==> config.mk <==
export PLATFORM = sky130hd
export DESIGN_NAME = dmem_ctrl
export DESIGN_NICKNAME = d
export VERILOG_FILES = /design/src/rtl/dmem_ctrl.sv
export SDC_FILE = /design/constraint.sdc
export NUM_CORES = 1
export LEC_CHECK = 0
export CORE_MARGIN = 10
export CORE_UTILIZATION = 44
export CTS_CLUSTER_SIZE = 30
export DETAILED_ROUTE_END_ITERATION = 6
export HOLD_SLACK_MARGIN = 0.08
export PLACE_DENSITY = 0.86
export SLEW_MARGIN = 5
export SYNTH_ARGS = -nofsm -noshare
export SYNTH_HDL_FRONTEND = slang
export SYNTH_SLANG_ARGS = --single-unit
==> constraint.sdc <==
create_clock -name clk -period 4.9 [get_ports clk]
set_clock_uncertainty 0.05 [all_clocks]
set_input_delay 1.225 -clock clk [delete_from_list [all_inputs] [get_ports clk]]
set_output_delay 1.225 -clock clk [all_outputs]
set_load 0.005 [all_outputs]
==> src/rtl/dmem_ctrl.sv <==
// Data-memory access controller: turns single-cycle pipeline load/store requests
// into a request/acknowledge bus transaction with timeout and illegal-access abort.
module dmem_ctrl #(
  parameter int TIMEOUT = 255
) (
  input  logic        clk,
  input  logic        rst_n,
  input  logic        memrd,
  input  logic        memwr,
  input  logic [31:0] addr,
  input  logic [31:0] wdata,
  input  logic        flush,
  output logic        stall,
  output logic [31:0] rdata,
  output logic        rvalid,
  output logic        err,
  output logic        bus_req,
  output logic        bus_we,
  output logic [31:0] bus_addr,
  output logic [31:0] bus_wdata,
  input  logic        bus_ack,
  input  logic [31:0] bus_rdata
);

  typedef enum logic [1:0] {
    IDLE = 2'd0,
    REQ  = 2'd1,
    DONE = 2'd2,
    ERR  = 2'd3
  } state_t;

  localparam logic [7:0] TmoLast = 8'(TIMEOUT - 1);

  state_t      state_q, state_d;
  logic [31:0] addr_q, addr_d;
  logic [31:0] wdata_q, wdata_d;
  logic        we_q, we_d;
  logic [7:0]  cnt_q, cnt_d;
  logic [31:0] rdata_q, rdata_d;
  logic        access_req;
  logic        illegal;

  assign access_req = (memrd | memwr) & ~flush;
  assign illegal    = (memrd & memwr) | (addr[1:0] != 2'b00);

  always_ff @(posedge clk or negedge rst_n) begin
    if (!rst_n) begin
      state_q <= IDLE;
      addr_q  <= '0;
      wdata_q <= '0;
      we_q    <= 1'b0;
      cnt_q   <= '0;
      rdata_q <= '0;
    end else begin
      state_q <= state_d;
      addr_q  <= addr_d;
      wdata_q <= wdata_d;
      we_q    <= we_d;
      cnt_q   <= cnt_d;
      rdata_q <= rdata_d;
    end
  end

  always_comb begin
    state_d = state_q;
    addr_d  = addr_q;
    wdata_d = wdata_q;
    we_d    = we_q;
    cnt_d   = cnt_q;
    rdata_d = rdata_q;
    stall   = 1'b0;
    rvalid  = 1'b0;
    err     = 1'b0;
    bus_req = 1'b0;
    unique case (state_q)
      IDLE: begin
        if (access_req) begin
          stall = 1'b1;
          if (illegal) begin
            state_d = ERR;
          end else begin
            state_d = REQ;
            addr_d  = addr;
            wdata_d = wdata;
            we_d    = memwr;
            cnt_d   = '0;
          end
        end
      end
      REQ: begin
        stall   = 1'b1;
        bus_req = 1'b1;
        // An ack on the final allowed cycle still completes the access.
        if (bus_ack) begin
          state_d = DONE;
          if (!we_q) rdata_d = bus_rdata;
        end else if (cnt_q == TmoLast) begin
          state_d = ERR;
        end else begin
          cnt_d = cnt_q + 8'd1;
        end
      end
      DONE: begin
        rvalid  = ~we_q;
        state_d = IDLE;
      end
      ERR: begin
        err     = 1'b1;
        state_d = IDLE;
      end
      default: state_d = IDLE;
    endcase
  end

  assign bus_we    = bus_req & we_q;
  assign bus_addr  = addr_q;
  assign bus_wdata = wdata_q;
  assign rdata     = rdata_q;

endmodule

==> flow_summary.yaml <==
run_status:
  outcome: "finished clean"
worst_setup_path:
  crit_type: "in2out"
  cp-start-kind: "input pin"
  cp-end-kind: "primary output"
  worstPathArrival_ps: 2650
  worstPathMaxFanout: 5
  critPathRequiredTime_ps: 3620
final_layout:
  diodes: 0
  drive_above_1_share: 0.240
  nFillCells: 656
  area_delta_synth_final_pct: 54.8
  mostFrequentLayoutCells: "201 x clkdlybuf4s50_1, 107 x dfrtp_1, 92 x mux2_2"
  fin_nets: 583
  final_common_cell: "clkdlybuf4s50_1"
global_routing:
  gr-total-overflow: 0
  antenna_found_initial: 0
  grtUsageTotal: 0.164
  grt_pass1_wl_um: 18300
  grt_max_degree: 78
  grt_pass1_vias: 3242
flow_run:
  maxCapViolations: 0
placed_design:
  finalWeightedCongestion: 0.751
  port_buffers: 202
  dp_slack_ps: 970
  place_hpwl_um: 9110
synthesis:
  synth-seq-area-share: 0.634
  syn-cell-area_sq_um: 4220
  synth-seq-cells: 107
  syn_inst: 276
  synth-compound-area-share: 0.0323
  yosys.area_share.simple: 0.0448
  synth_fa_ha_area_frac: 0.00593
  synth_xor_area_frac: 0.00207
  synthMuxAreaShare: 0.256
  syn_nets: 380
  synth.avg_cell_area_sq_um: 15.3
  synth_cell_type_count: 35
  synth_top_family_by_area: "multiplexers"
  yosysWarningCount: 0
clock_tree:
  clock-sinks: 107
  clkTransAtPathRegs_ps: 90
  cts-root-buf: "clkbuf_8"
  cts_tree: "built"
  cts_inserted_buffers: 9
  cts_setup_buffers: 0
  insertion_delay_ps: 360
  cts_htree_levels: 3
  cts_hold_buf: 0
  cts-resized-gates: 0
  clk_path_buf_depth: 2
floorplan:
  start_util: 0.455
  ioPinCount: 203
  rows: 35
  die_x_um: 118
  dieArea_sq_um: 13900
  fp.dieH_um: 118
  core_sq_um: 9280
route:
  drc: 0
  vias_per_cell: 4.90
  drtIter0Drc: 114
  drtAntennaViolNets: 0
  drt_first_pass_iters: 6
  routed_wl_um: 11600
  vias: 2999
  wl_per_cell_um: 19.0
power:
  p_sw_frac: 0.275
  seqPwrFrac: 0.422
  ir_drop_mv: 0.320
  leakage_nw: 2.73
  clkPwrFrac: 0.149
  internal_power_w: 0.00261
  p_per_area_nw_per_um2: 551
  combPwrFrac: 0.429
  power.switching_w: 0.000992
timing:
  tightest_slew_ps: 962
  setup_slack_ps: 972
  slew_headroom: 0.359
  hold_viol_final: 0
  setup_viol: 0
  rsz0062_at_grt: "no"
  tns_ps: 0
  period_minus_slack_ps: 3930
  slew_violations: 0
  clock.fmax_mhz: 255
  fin_crit_sh: 0.802
hold_path:
  hold_path_class: "reg2reg"
==> sequential cells by signal (all words and copies together) (netlist names) <==
register and flops:
cnt_q 8, rdata 32, we_q 1, state_q 2, bus_wdata 32, bus_addr 32
==> path summary, 6_finish.rpt <==
kind	start	endpoint	slack [ps]	cells past startpoint
max	memwr	stall	970	6
min reg2reg	cnt_q[6]$_DFFE_PN0P_	cnt_q[6]$_DFFE_PN0P_	450	1
min in group asynchronous	rst_n	bus_addr[5]$_DFFE_PN0P_	940	1
min	cnt_q[6]$_DFFE_PN0P_	cnt_q[6]$_DFFE_PN0P_	450	1
max in group asynchronous	rst_n	bus_wdata[22]$_DFFE_PN0P_	2910	2
max reg2reg	state_q[0]$_DFFE_PN0P_	bus_wdata[23]$_DFFE_PN0P_	2360	4
==> area by class of cell <==
| type | count | area (sq um) | share of cell area |
|---|---|---|---|
| clock inverter | 5 | 62.6 | 0.00957 |
| sequential | 107 | 2680 | 0.410 |
| clock buffer | 10 | 128 | 0.0195 |
| tap | 129 | 161 | 0.0247 |
| multi-input combinational | 152 | 1450 | 0.221 |
| inverter | 3 | 11.3 | 0.00172 |
| timing repair buffer | 206 | 2050 | 0.314 |
==> through the flow <==
stage / hold slack, ps / total power, W / cell area [sq um] / std cells / utilization
after floorplan: 393 / 0.00202 / 4220 / 276 / -
after global placement: 412 / 0.00305 / 6340 / 597 / 0.683
after detailed placement: 430 / 0.00312 / 6340 / 597 / 0.683
after CTS: 449 / 0.00366 / 6540 / 612 / 0.704
after global routing: 471 / 0.00383 / 6540 / 612 / 0.704
final: 448 / 0.00360 / 6540 / 612 / 0.704
==> Yosys cell counts, drive strengths merged <==
library cell	instances	share of area
a211o	1	0.0021
a211oi	1	0.0030
a21o	2	0.0036
a21oi	5	0.0059
a31oi	3	0.0044
a41oi	2	0.0042
and2	2	0.0030
and3	2	0.0030
and4	1	0.0021
buf	11	0.019
clkbuf	3	0.0030
dfrtp	107	0.63
ha	2	0.0059
inv	3	0.0027
mux2	96	0.26
nand2	6	0.0053
nand2b	2	0.0030
nand3	3	0.0036
nor2	7	0.0062
nor2b	2	0.0030
nor3	3	0.0062
nor3b	1	0.0018
nor4	1	0.0015
nor4b	1	0.0021
o21a	1	0.0018
o21ai	2	0.0024
o22ai	2	0.0030
o2bb2ai	1	0.0021
or2	1	0.0015
or4	1	0.0027
xnor2	1	0.0021
==> per-layer routing <==
layer | global-route usage | vias to the layer above | wire length (um)
met5 | 0 | - | 0
met4 | 0.0549 | 0 | 231
met2 | 0.284 | 132 | 5950
met3 | 0.0844 | 17 | 1210
li1 | - | 1385 | -
met1 | 0.168 | 1465 | 4220
==> worst max-delay path, cell delays in order <==
cell and delay [ps]:
clkdlybuf4s50_1 570, nor2_1 110, nor2_1 100, nor2_1 60, nor2_1 90, clkdlybuf4s50_1 510
==> power by group through the flow <==
stage	sequential [W]	clock, W	combinational, W
2_1_floorplan	0.00155	0	0.000477
3_3_place_gp	0.00151	0	0.00154
3_5_place_dp	0.00154	0	0.00158
4_1_cts	0.00153	0.000552	0.00158
5_1_grt	0.00158	0.000592	0.00166
6_report	0.00152	0.000536	0.00155
==> cells by family after synthesis <==
logic type	after synthesis
buffers and inverters	17
adder cells (fa/ha/maj)	2
multiplexers	96
XOR/XNOR	1
AO/OA/AOI/OAI	20
AND/OR/NAND/NOR	33
flip-flops	107
Note: power is estimated with default switching activity, not from simulation.
